`config.mk`:
```
export PLATFORM = sky130hd
export DESIGN_NAME = pll_gain_scheduler
export DESIGN_NICKNAME = d
export VERILOG_FILES = /design/src/rtl/pll_ctrl_pkg.sv /design/src/rtl/err_window_counter.sv /design/src/rtl/pll_gain_scheduler.sv
export SDC_FILE = /design/constraint.sdc
export NUM_CORES = 1
export LEC_CHECK = 0
export CORE_ASPECT_RATIO = 2
export CORE_MARGIN = 3
export CORE_UTILIZATION = 40
export DETAILED_ROUTE_END_ITERATION = 10
export PLACE_DENSITY = 0.85
export SLEW_MARGIN = 20
export SYNTH_ARGS = -nofsm -noshare
export SYNTH_HDL_FRONTEND = slang
export SYNTH_SLANG_ARGS = --single-unit
```
`constraint.sdc`:
```
create_clock -name clk_ref -period 8.2 [get_ports clk_ref]
set_clock_uncertainty 0.2 [all_clocks]
set_input_delay 1.64 -clock clk_ref [delete_from_list [all_inputs] [get_ports clk_ref]]
set_output_delay 1.64 -clock clk_ref [all_outputs]
set_load 0.01 [all_outputs]
```
`src/rtl/pll_ctrl_pkg.sv`:
```
// Shared types and helpers for the PLL gain scheduler: FSM encoding,
// saturating magnitude and counter ceiling.
package pll_ctrl_pkg;

  typedef enum logic [1:0] {
    IDLE    = 2'd0,
    ACQUIRE = 2'd1,
    SETTLE  = 2'd2,
    TRACK   = 2'd3
  } pll_state_t;

  // Counters up to 32 bits wide slice their all-ones ceiling from here.
  localparam logic [31:0] CNT_SAT_ALL = 32'hFFFF_FFFF;

  // |e| for a w-bit signed value (sign-extended to 32 bits); the most
  // negative code saturates to the largest positive magnitude.
  function automatic logic [31:0] abs_sat(input logic signed [31:0] e,
                                          input int unsigned         w);
    logic [31:0] mag_max;
    mag_max = (32'd1 << (w - 32'd1)) - 32'd1;
    if (e < -$signed(mag_max)) begin
      abs_sat = mag_max;
    end else if (e < 32'sd0) begin
      abs_sat = 32'(-e);
    end else begin
      abs_sat = 32'(e);
    end
  endfunction

endpackage

```
`src/rtl/err_window_counter.sv`:
```
// Consecutive-sample window counter: compares |error| against a threshold and
// counts back-to-back hits, flagging the sample that reaches the configured count.
module err_window_counter
  import pll_ctrl_pkg::*;
#(
  parameter int unsigned ERR_SIZE      = 16,
  parameter int unsigned CNT_SIZE      = 8,
  parameter bit          COUNT_OUTSIDE = 1'b0
) (
  input  logic                       clk_i,
  input  logic                       rst_i,
  input  logic                       clear_i,
  input  logic                       enable_i,
  input  logic signed [ERR_SIZE-1:0] error_i,
  input  logic                       valid_i,
  input  logic        [ERR_SIZE-2:0] thresh_i,
  input  logic        [CNT_SIZE-1:0] count_cfg_i,
  output logic                       reached_o
);

  localparam logic [CNT_SIZE-1:0] SAT_MAX = CNT_SAT_ALL[CNT_SIZE-1:0];

  logic [ERR_SIZE-2:0] abs_err_s;
  logic                hit_s;
  logic [CNT_SIZE-1:0] cnt_inc_s;
  logic [CNT_SIZE-1:0] cfg_eff_s;
  logic [CNT_SIZE-1:0] cnt_d;
  logic [CNT_SIZE-1:0] cnt_q;

  always_comb begin
    abs_err_s = (ERR_SIZE-1)'(abs_sat(32'(error_i), ERR_SIZE));
    if (COUNT_OUTSIDE) begin
      hit_s = abs_err_s > thresh_i;
    end else begin
      hit_s = abs_err_s <= thresh_i;
    end
    cnt_inc_s = (cnt_q == SAT_MAX) ? cnt_q : cnt_q + CNT_SIZE'(1);
    cfg_eff_s = (count_cfg_i == '0) ? CNT_SIZE'(1) : count_cfg_i;
    reached_o = enable_i && valid_i && hit_s && (cnt_inc_s >= cfg_eff_s);

    cnt_d = cnt_q;
    if (clear_i) begin
      cnt_d = '0;
    end else if (enable_i && valid_i) begin
      cnt_d = hit_s ? cnt_inc_s : '0;
    end else begin
      cnt_d = cnt_q;
    end
  end

  always_ff @(posedge clk_i) begin
    if (rst_i) begin
      cnt_q <= '0;
    end else begin
      cnt_q <= cnt_d;
    end
  end

endmodule

```
`src/rtl/pll_gain_scheduler.sv`:
```
// PLL loop-filter sequencer: walks IDLE/ACQUIRE/SETTLE/TRACK, switches the
// Kp/Ki pair at the transitions and reports lock / loss of lock.
module pll_gain_scheduler
  import pll_ctrl_pkg::*;
#(
  parameter int unsigned ERR_SIZE       = 16,
  parameter int unsigned K_INT_SIZE     = 8,
  parameter int unsigned K_FRAC_SIZE    = 8,
  parameter int unsigned CNT_SIZE       = 8,
  parameter int unsigned SETTLE_SAMPLES = 16,
  localparam int unsigned KW            = K_INT_SIZE + K_FRAC_SIZE
) (
  input  logic                       clk_ref,
  input  logic                       rst,
  input  logic                       start,
  input  logic                       stop,
  input  logic signed [ERR_SIZE-1:0] error,
  input  logic                       error_valid,
  input  logic signed [KW-1:0]       kp_acq,
  input  logic signed [KW-1:0]       ki_acq,
  input  logic signed [KW-1:0]       kp_trk,
  input  logic signed [KW-1:0]       ki_trk,
  input  logic        [ERR_SIZE-2:0] lock_thresh,
  input  logic        [ERR_SIZE-2:0] unlock_thresh,
  input  logic        [CNT_SIZE-1:0] lock_count,
  input  logic        [CNT_SIZE-1:0] unlock_count,
  output logic                       lf_enable,
  output logic signed [KW-1:0]       Kp,
  output logic signed [KW-1:0]       Ki,
  output logic                       locked,
  output logic                       lock_lost,
  output logic        [1:0]          state
);

  localparam int unsigned SW = $clog2(SETTLE_SAMPLES + 1);

  pll_state_t          state_q;
  logic signed [KW-1:0] kp_q;
  logic signed [KW-1:0] ki_q;
  logic                locked_q;
  logic                lock_lost_q;
  logic [SW-1:0]       settle_q;
  logic                lock_reached_s;
  logic                unlock_reached_s;
  logic                lock_clear_s;
  logic                unlock_clear_s;

  // Counters only run in their own state, so leaving it discards partial counts.
  always_comb begin
    lock_clear_s   = stop || (state_q != ACQUIRE);
    unlock_clear_s = stop || (state_q != TRACK);
  end

  err_window_counter #(
    .ERR_SIZE     (ERR_SIZE),
    .CNT_SIZE     (CNT_SIZE),
    .COUNT_OUTSIDE(1'b0)
  ) u_lock_cnt (
    .clk_i      (clk_ref),
    .rst_i      (rst),
    .clear_i    (lock_clear_s),
    .enable_i   (state_q == ACQUIRE),
    .error_i    (error),
    .valid_i    (error_valid),
    .thresh_i   (lock_thresh),
    .count_cfg_i(lock_count),
    .reached_o  (lock_reached_s)
  );

  err_window_counter #(
    .ERR_SIZE     (ERR_SIZE),
    .CNT_SIZE     (CNT_SIZE),
    .COUNT_OUTSIDE(1'b1)
  ) u_unlock_cnt (
    .clk_i      (clk_ref),
    .rst_i      (rst),
    .clear_i    (unlock_clear_s),
    .enable_i   (state_q == TRACK),
    .error_i    (error),
    .valid_i    (error_valid),
    .thresh_i   (unlock_thresh),
    .count_cfg_i(unlock_count),
    .reached_o  (unlock_reached_s)
  );

  always_ff @(posedge clk_ref) begin
    if (rst) begin
      state_q     <= IDLE;
      kp_q        <= kp_acq;
      ki_q        <= ki_acq;
      locked_q    <= 1'b0;
      lock_lost_q <= 1'b0;
      settle_q    <= '0;
    end else if (stop) begin
      state_q     <= IDLE;
      kp_q        <= kp_acq;
      ki_q        <= ki_acq;
      locked_q    <= 1'b0;
      lock_lost_q <= 1'b0;
      settle_q    <= '0;
    end else begin
      lock_lost_q <= 1'b0;
      case (state_q)
        IDLE: begin
          kp_q <= kp_acq;
          ki_q <= ki_acq;
          if (start) begin
            state_q <= ACQUIRE;
          end
        end
        ACQUIRE: begin
          if (lock_reached_s) begin
            state_q  <= SETTLE;
            kp_q     <= kp_trk;
            ki_q     <= ki_trk;
            settle_q <= '0;
          end
        end
        SETTLE: begin
          if (error_valid) begin
            if (settle_q == SW'(SETTLE_SAMPLES - 1)) begin
              state_q  <= TRACK;
              locked_q <= 1'b1;
            end else begin
              settle_q <= settle_q + SW'(1);
            end
          end
        end
        TRACK: begin
          if (unlock_reached_s) begin
            state_q     <= ACQUIRE;
            locked_q    <= 1'b0;
            lock_lost_q <= 1'b1;
            kp_q        <= kp_acq;
            ki_q        <= ki_acq;
          end
        end
        default: begin
          state_q  <= IDLE;
          locked_q <= 1'b0;
        end
      endcase
    end
  end

  // The filter consumes the error on the same edge it is presented.
  assign lf_enable = error_valid && (state_q != IDLE);
  assign Kp        = kp_q;
  assign Ki        = ki_q;
  assign locked    = locked_q;
  assign lock_lost = lock_lost_q;
  assign state     = state_q;

endmodule

```
# After elaboration in Yosys (flattened, before gate mapping)
# Cells that the tools add are included.
# totals
register_bits	57
out_inout_bits	37
elab_cells	92
# op_classes
addsub	4
n_lt_le_gt_ge	6
eq_ne	16
muxes	33
n_bitwise	1
n_reduce_logical	24
# ops
op	n
$mux 16	8
$pmux 16 s3	2
$mux 8	6
$mux 15	2
$add 8x1->8 const B	2
$eq 8x8->1 const B	2
$ge 8x8->1	2
$logic_not 8->1	2
$lt 16x1->1 const B	1
$lt 16x16->1 const B	1
$gt 15x15->1	1
$le 15x15->1	1
$mux 5	3
$neg 15->15	1
$ne 2x2->1 const B	7
$mux 2	5
$pmux 5 s2	1
$ne 4x4->1 const B	2
$pmux 2 s4	1
$reduce_and 4->1	2
$logic_and 1x1->1	7
$reduce_bool 2->1	3
$reduce_or 2->1	3
$add 5x1->5 const B	1
13 further kinds	18

# Longest topological paths before layout
# depth
depth_word	10
depth_mapped	15
depth_no_buf	15

# By module
# A second synthesis with hierarchy kept.
# unflattened
hier_cells	546
area_unflattened_um2	4931.0
# by_module_without_submodules
module	instances	cells_each	area_per_inst_um2	seq_area_each_um2
pll_gain_scheduler	1	135	1935.6	1141.1
err_window_counter (u_lock_cnt)	1	209	1498.9	160.2
err_window_counter (u_unlock_cnt)	1	202	1496.4	160.2

# Worst setup path after synthesis
# Ideal clock, no wire load.
# synth_timing
path_kind	input to register
startpoint	input port error[7]
endpoint	register ki_q[0], in the netlist Ki[0], enable pin
setup_ps	466
arrival_time_ps	7072
required_time_ps	7534
path_slack_ps	463
cell_stages	14
path_cell_list	or4_1 > nor2_1 > nand2_1 > or4_1 > clkbuf_1 > clkbuf_1 > nand2_1 > ha_1 > a211oi_2 > nor2_1 > o31a_1 > o41a_1 > o31a_1 > o21ai_0
# synth_via
elab_chain_len	8
# synth_rtl
item	line_no	text
start, declared	pll_gain_scheduler.sv:17	input logic signed [ERR_SIZE-1:0] error,
$neg 15->15 or $lt 16x1->1 (tied branches)	pll_ctrl_pkg.sv:24, pll_ctrl_pkg.sv:23	
$mux 15	pll_ctrl_pkg.sv:23	end else if (e < 32'sd0) begin
$mux 15 *	pll_ctrl_pkg.sv:21	if (e < -$signed(mag_max)) begin
$gt 15x15->1 or $le 15x15->1 (tied branches)	err_window_counter.sv:33, err_window_counter.sv:35	
$logic_and 1x1->1 (2 in a row)	err_window_counter.sv:39	reached_o = enable_i && valid_i && hit_s && (cnt_inc_s >= cfg_eff_s);
$ne 4x4->1 (no line)	--	
$reduce_and 3->1 (no line) *	--	
end signal, assigned	pll_gain_scheduler.sv:90	ki_q <= ki_acq;
end signal, assigned	pll_gain_scheduler.sv:97	ki_q <= ki_acq;
end signal, assigned	pll_gain_scheduler.sv:106	ki_q <= ki_acq;
end, declared	pll_gain_scheduler.sv:39	logic signed [KW-1:0] ki_q;
# Mark *: on every way between the ends. The rest lies on a longest branch, timed or not.
# A chain may end at the register's enable or synchronous reset.

# Final worst setup path
# layout_timing
startpoint	input port error[4]
endpoint	register kp_q[1], in the netlist Kp[1], enable pin
# layout_via
elab_chain_len	8
# layout_rtl
item	line_no	text
$neg 15->15 or $lt 16x1->1 (tied branches)	pll_ctrl_pkg.sv:24, pll_ctrl_pkg.sv:23	
$mux 15	pll_ctrl_pkg.sv:23	
$mux 15 *	pll_ctrl_pkg.sv:21	
$gt 15x15->1 or $le 15x15->1 (tied branches)	err_window_counter.sv:33, err_window_counter.sv:35	
$logic_and 1x1->1 (2 in a row)	err_window_counter.sv:39	
$ne 4x4->1 (no line)	--	
$reduce_and 3->1 (no line) *	--	
end signal, assigned	pll_gain_scheduler.sv:89	kp_q <= kp_acq;
end signal, assigned	pll_gain_scheduler.sv:96	kp_q <= kp_acq;
end signal, assigned	pll_gain_scheduler.sv:105	kp_q <= kp_acq;
end, declared	pll_gain_scheduler.sv:38	logic signed [KW-1:0] kp_q;
# Marks and branches as above.

==> impl_metrics.sql <==
INSERT INTO impl_metrics (metric_group, metric, value, unit) VALUES
('die', 'top_level_ports', '168', ''),
('sta', 'final.min_clock_period', '6.49', 'ns'),
('finish', 'diodes', '0', ''),
('job', 'timing.max_cap.violations', '0', ''),
('power_and_ir_drop', 'p_sw', '0.224', 'mW'),
('cts', 'post_cts.resized_instances', '0', ''),
('cts', 'clk_latency', '0.32', 'ns'),
('synth', 'syn_inst', '545', ''),
('power_and_ir_drop', 'power_frac_comb', '0.227', ''),
('cts', 'cts-buffers-inserted', '9', ''),
('worst_setup_path', 'endpoint_kind', 'flip-flop', ''),
('synth', 'yosys_register_bits', '57', ''),
('die', 'initial_core_util', '0.409', ''),
('drt', 'via_count', '4439', ''),
('sta', 'timing_hold_violations_final', '0', ''),
('sta', 'rsz_0062_raised_after_global_routing', 'no', ''),
('worst_setup_path', 'r2r-start', 'u_unlock_cnt.cnt_q[0]', ''),
('sta', 'timing_max_transition_violations_final', '0', ''),
('synth', 'sequential_area_share_after_synthesis', '0.339', ''),
('sta', 'worst_slew_pin_slew', '0.971', 'ns'),
('finish', 'finish.utilization', '0.610', ''),
('worst_setup_path', 'timing.rr.end', 'Kp[1]', ''),
('synth', 'synthDistinctLibCells', '48', ''),
('worst_setup_path', 'critPathMaxFanout', '32', ''),
('finish', 'share_of_cells_above_drive_strength_1', '0.0308', ''),
('synth', 'synthFlopType', 'sky130_fd_sc_hd__edfxtp_1', ''),
('drt', 'routed_wire_length_per_instance', '16.0', 'µm'),
('global_route', 'grt_max_degree', '41', ''),
('finish', 'layout_overhead_on_the_synthesized_area', '49.3', '%'),
('sta', 'layout_worst_path_cycle_share', '0.792', ''),
('finish', 'finish.instance_area', '6430', 'µm²'),
('synth', 'mappedNetlistNets', '733', ''),
('cts', 'cts.path.max_buffers', '2', ''),
('synth', 'yosys_warnings', '0', ''),
('die', 'chipHeight', '153', 'µm'),
('synth', 'synth_area_per_cell', '7.91', 'µm²'),
('sta', 'setup-tns-final', '0', 'ns'),
('sta', 'slew_headroom', '0.350', ''),
('worst_setup_path', 'timing.critical_path.required', '7.94', 'ns'),
('worst_setup_path', 'setup.worst_path.class', 'primary input to flip-flop', ''),
('worst_setup_path', 'r2r_slack', '3.85', 'ns'),
('cts', 'cts_tree', 'built', ''),
('min_path', 'worst_hold_path_stage_count', '2', ''),
('placement', 'numPortBuffers', '167', ''),
('sta', 'setup_viol_count_final', '0', ''),
('power_and_ir_drop', 'p_seq_frac', '0.351', ''),
('worst_setup_path', 'count_of_cells_along_the_worst_register_to_register_path', '12', ''),
('cts', 'numClockSinks', '57', ''),
('min_path', 'hold_path.startpoint', 'settle_q[4]', ''),
('finish', 'finalNetCount', '898', ''),
('cts', 'clock_pin_slew_worst_setup_and_hold_paths', '0.05', 'ns'),
('worst_setup_path', 'cp.arrival', '6.24', 'ns'),
('power_and_ir_drop', 'net_switching_fraction_of_the_power', '0.244', ''),
('drt', 'viasPerCell', '5.21', ''),
('power_and_ir_drop', 'power.leakage', '2.80', 'nW'),
('power_and_ir_drop', 'areal_power_density_over_the_cells', '143', 'nW/µm²'),
('global_route', 'grt_pass1_wl', '20600', 'µm'),
('global_route', 'grt_util_all_layers', '0.220', ''),
('drt', 'detail-route-antenna-nets', '0', ''),
('drt', 'initialDrtViolationCount', '131', ''),
('die', 'die_width', '79.4', 'µm'),
('placement', 'post-place-ws', '1.40', 'ns'),
('drt', 'drt_pass1_iterations', '4', ''),
('worst_setup_path', 'critical_path.startpoint_type', 'primary input', ''),
('die', 'core', '10500', 'µm²'),
('global_route', 'overflow', '0', ''),
('status', 'outcome', 'complete, no violations', ''),
('power_and_ir_drop', 'max-vdd-ir-drop', '0.000122', 'V'),
('cts', 'cts_post_setup_buffers_inserted', '0', ''),
('synth', 'synth_edf_count', '32', ''),
('power_and_ir_drop', 'internal_power_component', '0.697', 'mW');
==> cell type report <==
class,count,area (µm²)
well taps,137,171
repair buffers,169,1690
clock inverters,6,82.6
multi-input cells,421,2610
clock buffers,10,229
flip-flops and latches,57,1460
fillers,942,4110
inverters,52,195
==> cell usage in the layout (no fill, tap or decap), drive strengths merged, types with 4 or more instances in the layout <==
cell,n
nand2b,4
dfxtp,25
ha,57
o31ai,4
edfxtp,32
or3,4
inv,52
nand4,9
xnor2,8
nand2,142
clkdlybuf4s50,167
clkbuf,10
nor3,4
and3,5
o21a,4
a21oi,29
nor2,48
o21ai,17
xor2,10
nand3,17
a22oi,13
==> per-stage QoR <==
stage	hold slack [ns]	total power [mW]	std cells
final	0.250	0.922	852
after global routing	0.280	0.961	852
after CTS	0.250	0.928	852
after detailed placement	0.245	0.539	836
after global placement	0.238	0.533	836
after floorplan	0.232	0.414	545
==> cell families (layout without fill, tap and decap cells) <==
group | after synthesis | in the layout | share of synthesized area
AO/OA/AOI/OAI | 91 | 91 | 0.138
XOR/XNOR | 18 | 18 | 0.0366
buffers and inverters | 67 | 237 | 0.0584
multiplexers | 5 | 5 | 0.0122
adder cells (fa/ha/maj) | 57 | 57 | 0.166
flip-flops | 57 | 57 | 0.339
AND/OR/NAND/NOR | 250 | 250 | 0.250
==> worst max path at each step <==
stage,start,depth (start not counted),slack [ns],endpoint
6_report,error[4],13,1.71,Kp[1]
5_1_grt,error[4],13,1.42,Ki[3]
4_1_cts,error[6],13,1.72,Kp[12]
3_5_place_dp,error[4],13,1.40,Ki[0]
3_3_place_gp,error[4],13,1.43,Ki[10]
2_1_floorplan,error[7],14,0.46,Ki[0]
==> flip-flops by register name, summed over array words and instances, names as in the netlist <==
name,flops
Kp,16
settle_q,5
u_lock_cnt.cnt_q,8
u_unlock_cnt.cnt_q,8
state,2
Ki,16
lock_lost,1
locked,1
==> worst max-delay path: stages <==
cell,delay (ns)
sky130_fd_sc_hd__clkdlybuf4s50_1,0.48
sky130_fd_sc_hd__or4_1,0.54
sky130_fd_sc_hd__nor2_1,0.11
sky130_fd_sc_hd__nand2_1,0.07
sky130_fd_sc_hd__or4_1,0.78
sky130_fd_sc_hd__o21ai_0,0.26
sky130_fd_sc_hd__ha_1,0.20
sky130_fd_sc_hd__nand2_1,0.05
sky130_fd_sc_hd__o21ai_0,0.43
sky130_fd_sc_hd__a221oi_1,0.22
sky130_fd_sc_hd__a211oi_1,0.50
sky130_fd_sc_hd__nor2_1,0.17
sky130_fd_sc_hd__o21ai_4,0.78
==> metal layers <==
metal	GRT usage	routed length, µm	vias to the layer above	share of wire
met1	0.202	4730	2026	0.35
met4	0.146	818	0	0.060
met3	0.0456	688	46	0.050
li1	-	-	2207	-
met5	0	0	-	0
met2	0.416	7390	160	0.54
==> cells in the mapped netlist, types with 4 or more instances <==
cell type / number / area share
sky130_fd_sc_hd__and3_1: 5 / 0.0073
sky130_fd_sc_hd__xnor2_1: 8 / 0.016
sky130_fd_sc_hd__a22oi_1: 13 / 0.023
sky130_fd_sc_hd__nand3_1: 17 / 0.020
sky130_fd_sc_hd__xor2_1: 10 / 0.020
sky130_fd_sc_hd__o21ai_0: 17 / 0.020
sky130_fd_sc_hd__nand2_1: 142 / 0.12
sky130_fd_sc_hd__nand4_1: 9 / 0.013
sky130_fd_sc_hd__nor3_1: 4 / 0.0046
sky130_fd_sc_hd__dfxtp_1: 25 / 0.12
sky130_fd_sc_hd__o31ai_1: 4 / 0.0070
sky130_fd_sc_hd__clkbuf_1: 15 / 0.013
sky130_fd_sc_hd__ha_1: 57 / 0.17
sky130_fd_sc_hd__edfxtp_1: 32 / 0.22
sky130_fd_sc_hd__a21oi_1: 29 / 0.034
sky130_fd_sc_hd__nand2b_1: 4 / 0.0058
sky130_fd_sc_hd__inv_1: 52 / 0.045
sky130_fd_sc_hd__o21a_1: 4 / 0.0070
sky130_fd_sc_hd__or3_1: 4 / 0.0058
sky130_fd_sc_hd__nor2_1: 48 / 0.042
==> power groups by stage <==
| stage | Sequential [mW] | Clock [mW] | Combinational [mW] |
|---|---|---|---|
| CTS | 0.324 | 0.393 | 0.211 |
| finish | 0.324 | 0.389 | 0.209 |
| detailed placement | 0.329 | 0 | 0.210 |
| floorplan | 0.336 | 0 | 0.0778 |
| global placement | 0.329 | 0 | 0.204 |
| global route | 0.325 | 0.407 | 0.230 |
Power figures use the tool's default switching activity.
